`config.mk`:
```
export PLATFORM = sky130hd
export DESIGN_NAME = psg_env_vca_mix
export DESIGN_NICKNAME = d
export VERILOG_FILES = /design/src/rtl/psg_env_vca_mix.sv
export SDC_FILE = /design/constraint.sdc
export NUM_CORES = 1
export LEC_CHECK = 0
export ABC_CLOCK_PERIOD_IN_PS = 12580
export CAP_MARGIN = 20
export CORE_MARGIN = 2
export CORE_UTILIZATION = 50
export DETAILED_ROUTE_END_ITERATION = 10
export PLACE_DENSITY = 0.83
export SLEW_MARGIN = 25
export SYNTH_ARGS = -nofsm -noshare
export SYNTH_HDL_FRONTEND = slang
export SYNTH_SLANG_ARGS = --single-unit
```
`constraint.sdc`:
```
create_clock -name clk -period 12.58 [get_ports clk]
set_clock_uncertainty 0.15 [all_clocks]
set_input_delay 2.516 -clock clk [delete_from_list [all_inputs] [get_ports clk]]
set_output_delay 2.516 -clock clk [all_outputs]
set_load 0.005 [all_outputs]
```
`src/rtl/psg_env_vca_mix.sv`:
```
// Envelope VCA and 4-channel voice mixer: one mixed sample per prescaler frame.
// Optional output clamp to the voice sample range when PSG_MIX_SAT_EN is defined.
module psg_env_vca_mix #(
    parameter int unsigned pChannels      = 4,
    parameter int unsigned pPrescalerBits = 5,
    parameter int unsigned pSampleBits    = 12
) (
    input  logic                            clk,
    input  logic                            rst,
    input  logic [pPrescalerBits-1:0]       cnt,
    input  logic [7:0]                      env,
    input  logic signed [pSampleBits-1:0]   voice0,
    input  logic signed [pSampleBits-1:0]   voice1,
    input  logic signed [pSampleBits-1:0]   voice2,
    input  logic signed [pSampleBits-1:0]   voice3,
    output logic signed [pSampleBits+1:0]   o,
    output logic                            o_vld
);

    localparam int unsigned CH_BITS   = 2;
    localparam int unsigned ACC_BITS  = pSampleBits + 2;
    localparam int unsigned PROD_BITS = pSampleBits + 10;

    localparam logic [pPrescalerBits-1:0] CNT_MUL_FIRST = pPrescalerBits'(pChannels);
    localparam logic [pPrescalerBits-1:0] CNT_MUL_LAST  = pPrescalerBits'(2 * pChannels - 1);
    localparam logic [pPrescalerBits-1:0] CNT_ACC_FIRST = pPrescalerBits'(pChannels + 1);
    localparam logic [pPrescalerBits-1:0] CNT_ACC_LAST  = pPrescalerBits'(2 * pChannels);
    localparam logic [pPrescalerBits-1:0] CNT_PUB       = pPrescalerBits'(2 * pChannels + 1);

    localparam logic signed [ACC_BITS-1:0] SAT_MAX = {3'b000, {(pSampleBits-1){1'b1}}};
    localparam logic signed [ACC_BITS-1:0] SAT_MIN = {3'b111, {(pSampleBits-1){1'b0}}};

    logic [7:0]                   env_lat [pChannels];
    logic                         primed;
    logic signed [pSampleBits-1:0] prod;
    logic signed [ACC_BITS-1:0]   acc;

    logic                         capture_c;
    logic                         mul_c;
    logic                         acc_first_c;
    logic                         acc_more_c;
    logic                         pub_c;
    logic [CH_BITS-1:0]           mul_idx_c;
    logic [7:0]                   lvl_c;
    logic [8:0]                   gain_c;
    logic signed [pSampleBits-1:0] voice_sel_c;
    logic signed [PROD_BITS-1:0]  voice_ext_c;
    logic signed [PROD_BITS-1:0]  gain_ext_c;
    logic signed [PROD_BITS-1:0]  prod_full_c;
    logic signed [pSampleBits-1:0] prod_next_c;
    logic signed [ACC_BITS-1:0]   prod_ext_c;
    logic signed [ACC_BITS-1:0]   pub_val_c;
    logic                         unused_prod_bits_c;

    // Stage decode from the shared prescaler count.
    always_comb begin
        capture_c   = (cnt < CNT_MUL_FIRST);
        mul_c       = (cnt >= CNT_MUL_FIRST) && (cnt <= CNT_MUL_LAST);
        acc_first_c = (cnt == CNT_ACC_FIRST);
        acc_more_c  = (cnt > CNT_ACC_FIRST) && (cnt <= CNT_ACC_LAST);
        pub_c       = (cnt == CNT_PUB);
    end

    // Gain mapping 0..255 -> 0..256 so that 0xFF is exact unity, then scale the voice.
    always_comb begin
        mul_idx_c = CH_BITS'(cnt - CNT_MUL_FIRST);
        lvl_c     = env_lat[mul_idx_c];
        gain_c    = {1'b0, lvl_c} + 9'(lvl_c[7]);
        case (mul_idx_c)
            2'd0:    voice_sel_c = voice0;
            2'd1:    voice_sel_c = voice1;
            2'd2:    voice_sel_c = voice2;
            default: voice_sel_c = voice3;
        endcase
        voice_ext_c = PROD_BITS'(voice_sel_c);
        gain_ext_c  = PROD_BITS'(gain_c);
        prod_full_c = voice_ext_c * gain_ext_c;
        // Taking bits above the low 8 is an arithmetic shift that floors toward -inf.
        prod_next_c = prod_full_c[pSampleBits+7:8];
        prod_ext_c  = ACC_BITS'(prod);
        unused_prod_bits_c = &{1'b0, prod_full_c[7:0], prod_full_c[PROD_BITS-1:pSampleBits+8]};
    end

    // Publish value: full accumulator range, or clamped to the voice sample range.
    always_comb begin
        pub_val_c = acc;
`ifdef PSG_MIX_SAT_EN
        if (acc > SAT_MAX) begin
            pub_val_c = SAT_MAX;
        end else if (acc < SAT_MIN) begin
            pub_val_c = SAT_MIN;
        end
`endif
    end

    always_ff @(posedge clk) begin
        if (rst) begin
            for (int i = 0; i < int'(pChannels); i++) begin
                env_lat[i] <= 8'd0;
            end
            primed <= 1'b0;
            prod   <= '0;
            acc    <= '0;
            o      <= '0;
            o_vld  <= 1'b0;
        end else begin
            o_vld <= 1'b0;
            if (capture_c) begin
                env_lat[cnt[CH_BITS-1:0]] <= env;
                if (cnt == '0) begin
                    primed <= 1'b1;
                end
            end
            if (mul_c) begin
                prod <= prod_next_c;
            end
            if (acc_first_c) begin
                acc <= prod_ext_c;
            end else if (acc_more_c) begin
                acc <= acc + prod_ext_c;
            end
            // A frame only publishes once a full capture pass has been seen since reset.
            if (pub_c && primed) begin
                o     <= pub_val_c;
                o_vld <= 1'b1;
            end
        end
    end

endmodule

```
# Yosys cells after proc, flatten, opt, wreduce, memory -nomap -nowiden
# Memory sizes are Yosys's and may differ from the RTL's.
# Index checks and enable logic that the tools add are counted.
word_totals:
  register_bits: 42
  ramBits: 32
  in_bits: 63
  output_inout_bits: 15
  wordCells: 39
  n_memories: 1
op_classes:
  add_sub_neg: 3
  n_mul: 1
  order_cmp: 5
  n_eq_ne: 4
  mux: 12
  reduce_logical: 8
mem_list:
  columns: ["name", "words", "width", "rd", "rd_clocked_by_memory_dff", "write_ports", "line", "source"]
  rows:
  - ["env_lat", 4, 8, 1, 0, 4, "33", "logic [7:0] env_lat [pChannels];"]
ops:
  columns: ["cell", "n"]
  rows:
  - ["case mux 12 bit (3 select lines)", 1]
  - ["2-to-1 mux 14 bit", 2]
  - ["multiplier 12 x 10 -> 20 bit", 1]
  - ["adder 14 x 12 -> 14 bit", 1]
  - ["adder 8 x 1 -> 9 bit", 1]
  - ["2-to-1 mux 8 bit", 1]
  - ["OR reduction 8 bit", 1]
  - ["2-to-1 mux 1 bit", 7]
  - ["== test 5 x 3 -> 1 bit, second input constant", 1]
  - ["== test 5 x 4 -> 1 bit, second input constant", 1]
  - ["greater-or-equal comparator 5 x 3 -> 1 bit, second input constant", 1]
  - ["greater-than comparator 5 x 3 -> 1 bit, second input constant", 1]
  - ["<= comparator 5 x 3 -> 1 bit, second input constant", 1]
  - ["<= comparator 5 x 4 -> 1 bit, second input constant", 1]
  - ["zero test 5 bit", 1]
  - ["< comparator 5 x 3 -> 1 bit, second input constant", 1]
  - ["logical AND 1 bit", 3]
  - ["== test 2 x 1 -> 1 bit, second input constant", 1]
  - ["== test 2 bit, second input constant", 1]
  - ["zero test 2 bit", 1]
  - ["2-to-1 mux 2 bit", 1]
  - ["AND reduction 2 bit", 1]
  - ["nonzero test 2 bit", 1]
  - ["subtractor 2 x 1 -> 2 bit, second input constant", 1]

# Longest topological paths before layout
# Gate-level depths: netlist of the first run.
depth:
  word_depth: 6
  ltp_mapped: 30
  depth_no_buf: 26

# Worst setup path after synthesis of the first run
# No wires, ideal clock.
synth_path:
  path_type: "in2reg"
  start: "input cnt[0]"
  end: "register prod[11]"
  setup_ps: 135
  arrival_ps: 9711
  required_time_ps: 12295
  slack_ps: 2583
  stages: 28
  n_path_buf: 4
  path_cell_list: "buf_6 > buf_6 > buf_1 > buf_1 > mux4_2 > ha_1 > ha_1 > nand3_1 > nor2_1 > xor2_1 > nand2_1 > fa_1 > inv_1 > fa_1 > fa_1 > fa_1 > inv_1 > fa_1 > inv_1 > ha_1 > and4_1 > o2111ai_2 > nand3_2 > o41a_1 > a21o_1 > a31oi_2 > xnor2_1 > a211oi_2"
synth_via:
  elab_chain_len: 4
  word_cells_on_any_way: 11
  classes_between: "add/sub (2); mul (1); order compare (2); eq/ne (2); mux (1); reduce/logical (2); memory (1)"
synth_rtl:
  columns: ["item", "line", "source"]
  rows:
  - ["start: declaration", "10", "input logic [pPrescalerBits-1:0] cnt,"]
  - ["subtractor 2 x 1 -> 2 bit", "66", "mul_idx_c = CH_BITS'(cnt - CNT_MUL_FIRST);"]
  - ["memory (4 x 8 bit) (tied with other cells)", null, null]
  - ["adder 8 x 1 -> 9 bit or case mux 12 bit (3 select lines) (tied branches)", "68, 69", null]
  - ["multiplier 12 x 10 -> 20 bit", "77", "prod_full_c = voice_ext_c * gain_ext_c;"]
  - ["end signal: assignment", "115", "prod <= prod_next_c;"]
  - ["end: declaration", "35", "logic signed [pSampleBits-1:0] prod;"]
# Parallel ways exist; a longest one is shown, timed or not.
# A chain may end at the register's enable or synchronous reset.

# Worst setup path in the final report of the first run
layout_path:
  start: "input cnt[1]"
  end: "register prod[10]"
# Same word-level chain as after synthesis.

==> run metrics, run 1 <==
Max Slew Vio Count=0; Synth area leader=fa_1; PD cells=258 mW/mm²; CTS sink cnt=74; setup bufs post-CTS=0; Vias/cell=5.41; drt total wl=17.1 mm; Seq/Total Area, Yosys=0.234; H-tree lvl count=3; final global-route overflow total=0; number of global-route vias before repair=6265; Mean Syn Cell Area=9.21 µm²; Routed Antenna Nets=0; critical path endpoint category=flop; Final Cycle Share=0.791; Max-slew headroom=0.392; Ys Warns=0; CTS tree=done; register area=0.00180 mm²; pin count of the biggest net entering global routing=54; top cells by area, synth=fa_1 23%, edfxtp_1 12%, dfxtp_1 11%; core area=0.0151 mm²; die area=0.0164 mm²; DPL Wire Length=13.6 mm; TritonCTS buffer count=9; crit path from=cnt[1]; CTS Buffer Depth=2; Fill cells=1266; Most used DFF post-synth=dfxtp_1; Worst Tran Pin Value=0.912 ns; clk_lat worst skew=0.34 ns; initial core utilization=0.508; top cell type's share of synthesized area=0.226; Netlist Area Pre-Place=0.00770 mm²; area occupied by multi-input gates=0.00534 mm²; Site Rows=45; crit path launch type=primary input; Syn Nets=1044; Worst Hold Launch=o[6]; Final nets=1105; Crit Path Max Fanout=17; cells after synthesis=836; outcome=finished, final reports clean; setup_tns=0 ns; Max IR drop VDD=250 µV; Layout area overhead=15.7%; Post-route DRC=0; Clock Tree Root=clkbuf_16; flops & latches, synth=74; RSZ-0062 raised after global routing=false; Max-cap violations=0; # diodes=0; antenna violations before repair=0; post-route minimum period=9.96 ns; final hold vios=0; Min-Delay Path Class=flop to flop; total number of vias=5893; Achievable Freq=100 MHz; Total Routing Usage GR=0.226; DRT Pass-1 Iters=5; die height=128 µm; critical path class=primary input to flop; worst endpoint required time=12.62 ns; IO Count=78; post_cts resized=0; clock slew at reported path FFs=0.06 ns; Crit path arrival time=10.00 ns; fraction of registers with async set or reset after synthesis=0; Post-synth EDFFs=32; Die Wd=128 µm; layout cells sized above 1=0.0654; Finish-stage setup viols=0; worst flop-to-flop path startpoint=env_lat[3][7]; Lkg Pwr=3.93 nW; IO buf count=77; drt wl/cell=15.7 µm; first-pass GRT wire length=29.7 mm; Pwr Total=2.30 mW; starting DRC count in detailed routing=358; Placer Congestion=0.881; CTS Hold Buffers Added=0; Netlist cell types=54
[report_power, final]
| part | switching, mW | total (mW) | internal (mW) | leakage (nW) |
|---|---|---|---|---|
| combinational | 0.987 | 1.75 | 0.768 | 3.14 |
| sequential | 0.0135 | 0.282 | 0.269 | 0.647 |
| clock | 0.104 | 0.259 | 0.155 | 0.138 |
| total | 1.10 | 2.30 | 1.19 | 3.93 |
[logic make-up (layout without fill, tap and decap cells)]
logic type / after synthesis / in the layout / share of synthesized area
DFF: 74 / 74 / 0.234
buffers and inverters: 148 / 214 / 0.0744
adders and majority gates: 145 / 145 / 0.320
xor gates and xnor gates: 35 / 35 / 0.0398
muxes: 29 / 29 / 0.0663
and+or+nand+nor: 299 / 299 / 0.176
AOI/OAI and AO/OA: 106 / 106 / 0.0894
[synthesized netlist by cell type (18+ instances only)]
library cell	number
edfxtp_1	32
inv_1	117
o21ai_0	18
xnor2_1	21
and2_1	21
dfxtp_1	42
a21oi_1	37
fa_1	87
clkbuf_1	23
nor2_1	77
nand2_1	132
ha_1	58
[critical path: stages]
cell and delay (ns):
clkdlybuf4s50_1 0.89, mux4_2 0.42, ha_1 0.17, ha_1 0.17, nand3_1 0.19, nor2_1 0.28
xor2_1 0.54, nand2_1 0.17, fa_1 0.56, inv_1 0.05, fa_1 0.48, fa_1 0.54
fa_1 0.55, inv_1 0.07, fa_1 0.54, inv_1 0.04, ha_1 0.34, and4_1 0.22
o2111ai_2 0.09, nand3_2 0.12, o41a_1 0.36, a21o_1 0.23, a21oi_1 0.20, xor2_1 0.18
o31ai_1 0.08
[per-layer routing]
layer	track usage	up-vias	wire, µm
li1	-	2858	-
met1	0.286	2825	7250
met2	0.398	181	8570
met3	0.0405	29	931
met4	0.0601	0	330
met5	0	-	0
[final timing paths]
| kind | end | slack, ns | cells past startpoint |
|---|---|---|---|
| max | prod[10] | 2.62 | 25 |
| min | o[6] | 0.30 | 2 |
| max reg2reg | prod[10] | 5.28 | 24 |
| min reg2reg | o[6] | 0.30 | 2 |
[through the flow]
stage | util | area (µm²) | hold slack, ns | std cells | setup WS, ns
after CTS | 0.588 | 8900 | 0.308 | 1090 | 2.64
after floorplan | - | 7700 | 0.295 | 836 | 2.58
after detailed placement | 0.568 | 8600 | 0.299 | 1074 | 2.28
after global routing | 0.588 | 8910 | 0.321 | 1090 | 2.18
after global placement | 0.568 | 8600 | 0.295 | 1074 | 2.54
final | 0.588 | 8910 | 0.303 | 1090 | 2.62
[layout make-up]
| type | count | area share |
|---|---|---|
| Timing Repair Buffer | 81 | 0.0888 |
| Multi-Input combinational cell | 614 | 0.599 |
| Clock inverter | 7 | 0.00885 |
| Tap cell | 188 | 0.0264 |
| Inverter | 117 | 0.0493 |
| Sequential cell | 74 | 0.202 |
| Clock buffer | 9 | 0.0253 |
[cell usage in the layout (no fill, tap or decap), types with 15 or more instances in the layout]
cell | Yosys | final
nor2b_1 | 15 | 15
xnor2_1 | 21 | 21
edfxtp_1 | 32 | 32
and2_1 | 21 | 21
ha_1 | 58 | 58
fa_1 | 87 | 87
dfxtp_1 | 42 | 42
inv_1 | 117 | 117
clkdlybuf4s50_1 | 0 | 75
mux4_2 | 17 | 17
o21ai_0 | 18 | 18
nand2_1 | 132 | 132
a21oi_1 | 37 | 37
nor2_1 | 77 | 77
[state kept, by name, summed over array words and instances, names as in the netlist]
signal   cells
o           14
prod        12
o_vld        1
acc         14
primed       1
env_lat     32
(Power assumes the default switching activity.)
==> run 2, diff against run 1 <==
--- a/config.mk
+++ b/config.mk
@@ -5,12 +5,12 @@
 export SDC_FILE = /design/constraint.sdc
 export NUM_CORES = 1
 export LEC_CHECK = 0
-export ABC_CLOCK_PERIOD_IN_PS = 12580
+export ABC_CLOCK_PERIOD_IN_PS = 8160
 export CAP_MARGIN = 20
 export CORE_MARGIN = 2
 export CORE_UTILIZATION = 50
 export DETAILED_ROUTE_END_ITERATION = 10
-export PLACE_DENSITY = 0.83
+export PLACE_DENSITY = 0.85
 export SLEW_MARGIN = 25
 export SYNTH_ARGS = -nofsm -noshare
 export SYNTH_HDL_FRONTEND = slang
==> constraint.sdc (replaced) <==
create_clock -name clk -period 8.16 [get_ports clk]
set_clock_uncertainty 0.15 [all_clocks]
set_input_delay 1.632 -clock clk [delete_from_list [all_inputs] [get_ports clk]]
set_output_delay 1.632 -clock clk [all_outputs]
set_load 0.005 [all_outputs]
==> run 2 against run 1 <==
  * Wire length up 4.8%
  * Worst hold slack worse by 0.0013 ns
  * Sequential power increased by 55%
  * Clock-buffer cell count unchanged
  * Via count is 4.8% higher
  * Sequential share of layout area shrank 0.92 points
  * Critical path type unchanged
  * Highest routed layer unchanged
==> run metrics, run 2 (same netlist as run 1, synthesis figures left out) <==
Final nets=1147; pin count of the biggest net entering global routing=54; Worst Hold Depth=2; Crit Path Max Fanout=12; starting DRC count in detailed routing=365; PD cells=424 mW/mm²; slowest stage cell on the critical path=fa_1; Placer Congestion=0.925; DRT Pass-1 Iters=4; CTS sink cnt=74; sw frac=0.448; Min-Delay Path Class=flop to flop; drt total wl=17.9 mm; IO Count=78; clock slew at reported path FFs=0.06 ns; Int Power=2.19 mW; Gate power share=0.789; Worst Tran Pin Value=0.925 ns; power share of the clock group=0.101; layout cells sized above 1=0.120; # diodes=0; switching power=1.77 mW; register area=0.00180 mm²; critical path class=primary input to flop; Clock Tree Root=clkbuf_16; final global-route overflow total=0; Hold Path End=o[6]; TritonCTS buffer count=9; outcome=finished, final reports clean; Site Rows=45; CTS tree=done; RSZ-0062 raised after global routing=false; area occupied by multi-input gates=0.00544 mm²; most frequent cells in the layout=132 x nand2_1, 117 x inv_1, 87 x fa_1; Max IR drop VDD=344 µV; r2r setup slk=1.50 ns; Max Slew Vio Count=0; Most common cell on crit path=fa_1; Final Cycle Share=0.957; Crit path arrival time=7.84 ns; Max-slew headroom=0.383; setup_tns=0 ns; most common cell after layout, fill and taps aside=nand2_1; Die Wd=128 µm; Vias/cell=5.46; Worst Hold Launch=o[6]; initial core utilization=0.508; Post-route DRC=0; FF-to-FF End=prod[10]; post-route minimum period=7.81 ns; Lkg Pwr=4.16 nW; Final Util=0.616; IO buf count=77; number of flip-flops in the largest register=32; Seq pwr share=0.110; Routed Antenna Nets=0; number of global-route vias before repair=6352; first-pass GRT wire length=30.4 mm; CTS Buffer Depth=2; Finish-stage setup viols=0; CTS Hold Buffers Added=0; drt wl/cell=15.8 µm; Fill cells=1194; Achievable Freq=128 MHz; Worst path max stage delay=0.54 ns; die area=0.0164 mm²; Top reg by flops=env_lat; biggest regs=env_lat (32), acc (14), o (14); worst flop-to-flop path startpoint=env_lat[3][0]; die height=128 µm; final hold vios=0; H-tree lvl count=3; Max-cap violations=0; Layout area overhead=21.2%; crit path cell chain=buf_2 -> buf_4 -> mux4_2 -> and3_1 -> and2_2 -> xor2_2 -> and2_1 -> fa_1 -> inv_1 -> fa_1 -> fa_1 -> fa_1 -> inv_1 -> fa_1 -> ha_1 -> and4_1 -> o2111ai_2 -> nand3_2 -> o41a_1 -> a21o_1 -> a21oi_2 -> xor2_1 -> o31ai_1; core area=0.0151 mm²; total number of vias=6178; worst endpoint required time=8.20 ns; crit path launch type=primary input; DPL Wire Length=14.2 mm; critical path endpoint category=flop; R2R depth=22; clk_lat worst skew=0.34 ns; Total Routing Usage GR=0.233; antenna violations before repair=0
-- run 2: changes by cell type in the layout (fill, tap and decap cells not counted), sizes merged --
cell and delta:
clkinv +1, clkinvlp -2, clkdlybuf4s50 -1, dlymetal6s2s +1, inv +1, buf +42
-- run 2: cell type report --
class / count / area share
repair buffers: 123 / 0.119
multi-input cells: 614 / 0.583
clock inverters: 7 / 0.00831
well taps: 188 / 0.0252
clock buffers: 9 / 0.0241
flip-flops and latches: 74 / 0.193
inverters: 117 / 0.0471
-- run 2: repair_timing --
action / in CTS / in global routing
endpoints found under the setup margin: 0 / 7
gates resized for setup: 0 / 3
buffers inserted: 0 / 0
-- run 2: worst max path at each step --
stage,start,endpoint,slack [ns],cells past startpoint
detailed placement,cnt[1],prod[10],-0.24,23
floorplan,cnt[0],prod[11],0.003,26
CTS,cnt[1],prod[10],0.10,23
global route,cnt[0],prod[10],0.04,23
global placement,cnt[1],prod[11],-0.09,23
finish,cnt[0],prod[10],0.35,23
-- run 2: metrics by stage --
step | total power, mW | cells | setup WS, ns | hold WS (ns) | area (µm²)
4_1_cts | 3.98 | 1132 | 0.104 | 0.307 | 9320
2_1_floorplan | 2.61 | 836 | 0.00263 | 0.295 | 7860
6_report | 3.96 | 1132 | 0.352 | 0.302 | 9330
3_3_place_gp | 3.43 | 1116 | -0.0897 | 0.296 | 9020
3_5_place_dp | 3.53 | 1116 | -0.237 | 0.299 | 9020
5_1_grt | 4.41 | 1132 | 0.0437 | 0.325 | 9330
-- run 2: layer usage --
metal	routed length [µm]	up-vias	track usage
met3	911	36	0.0380
li1	-	2940	-
met4	419	0	0.0737
met1	7640	3026	0.296
met5	0	-	0
met2	8930	176	0.407
-- run 2: power groups by stage --
stage                     Clock (mW)  Combinational, mW  Sequential, mW
after global placement             0               2.99           0.442
after global routing           0.417               3.55           0.439
after CTS                      0.404               3.14           0.436
after detailed placement           0               3.09           0.442
final                          0.398               3.12           0.436
after floorplan                    0               2.18           0.435
-- run 2: critical path: cells and delay by family --
| family | cells | cell delay [ns] |
|---|---|---|
| AO/OA/AOI/OAI | 5 | 0.97 |
| XOR/XNOR | 2 | 0.42 |
| adder cells (fa/ha/maj) | 6 | 2.74 |
| buffers and inverters | 4 | 0.53 |
| multiplexers | 1 | 0.53 |
| AND/OR/NAND/NOR | 5 | 0.99 |
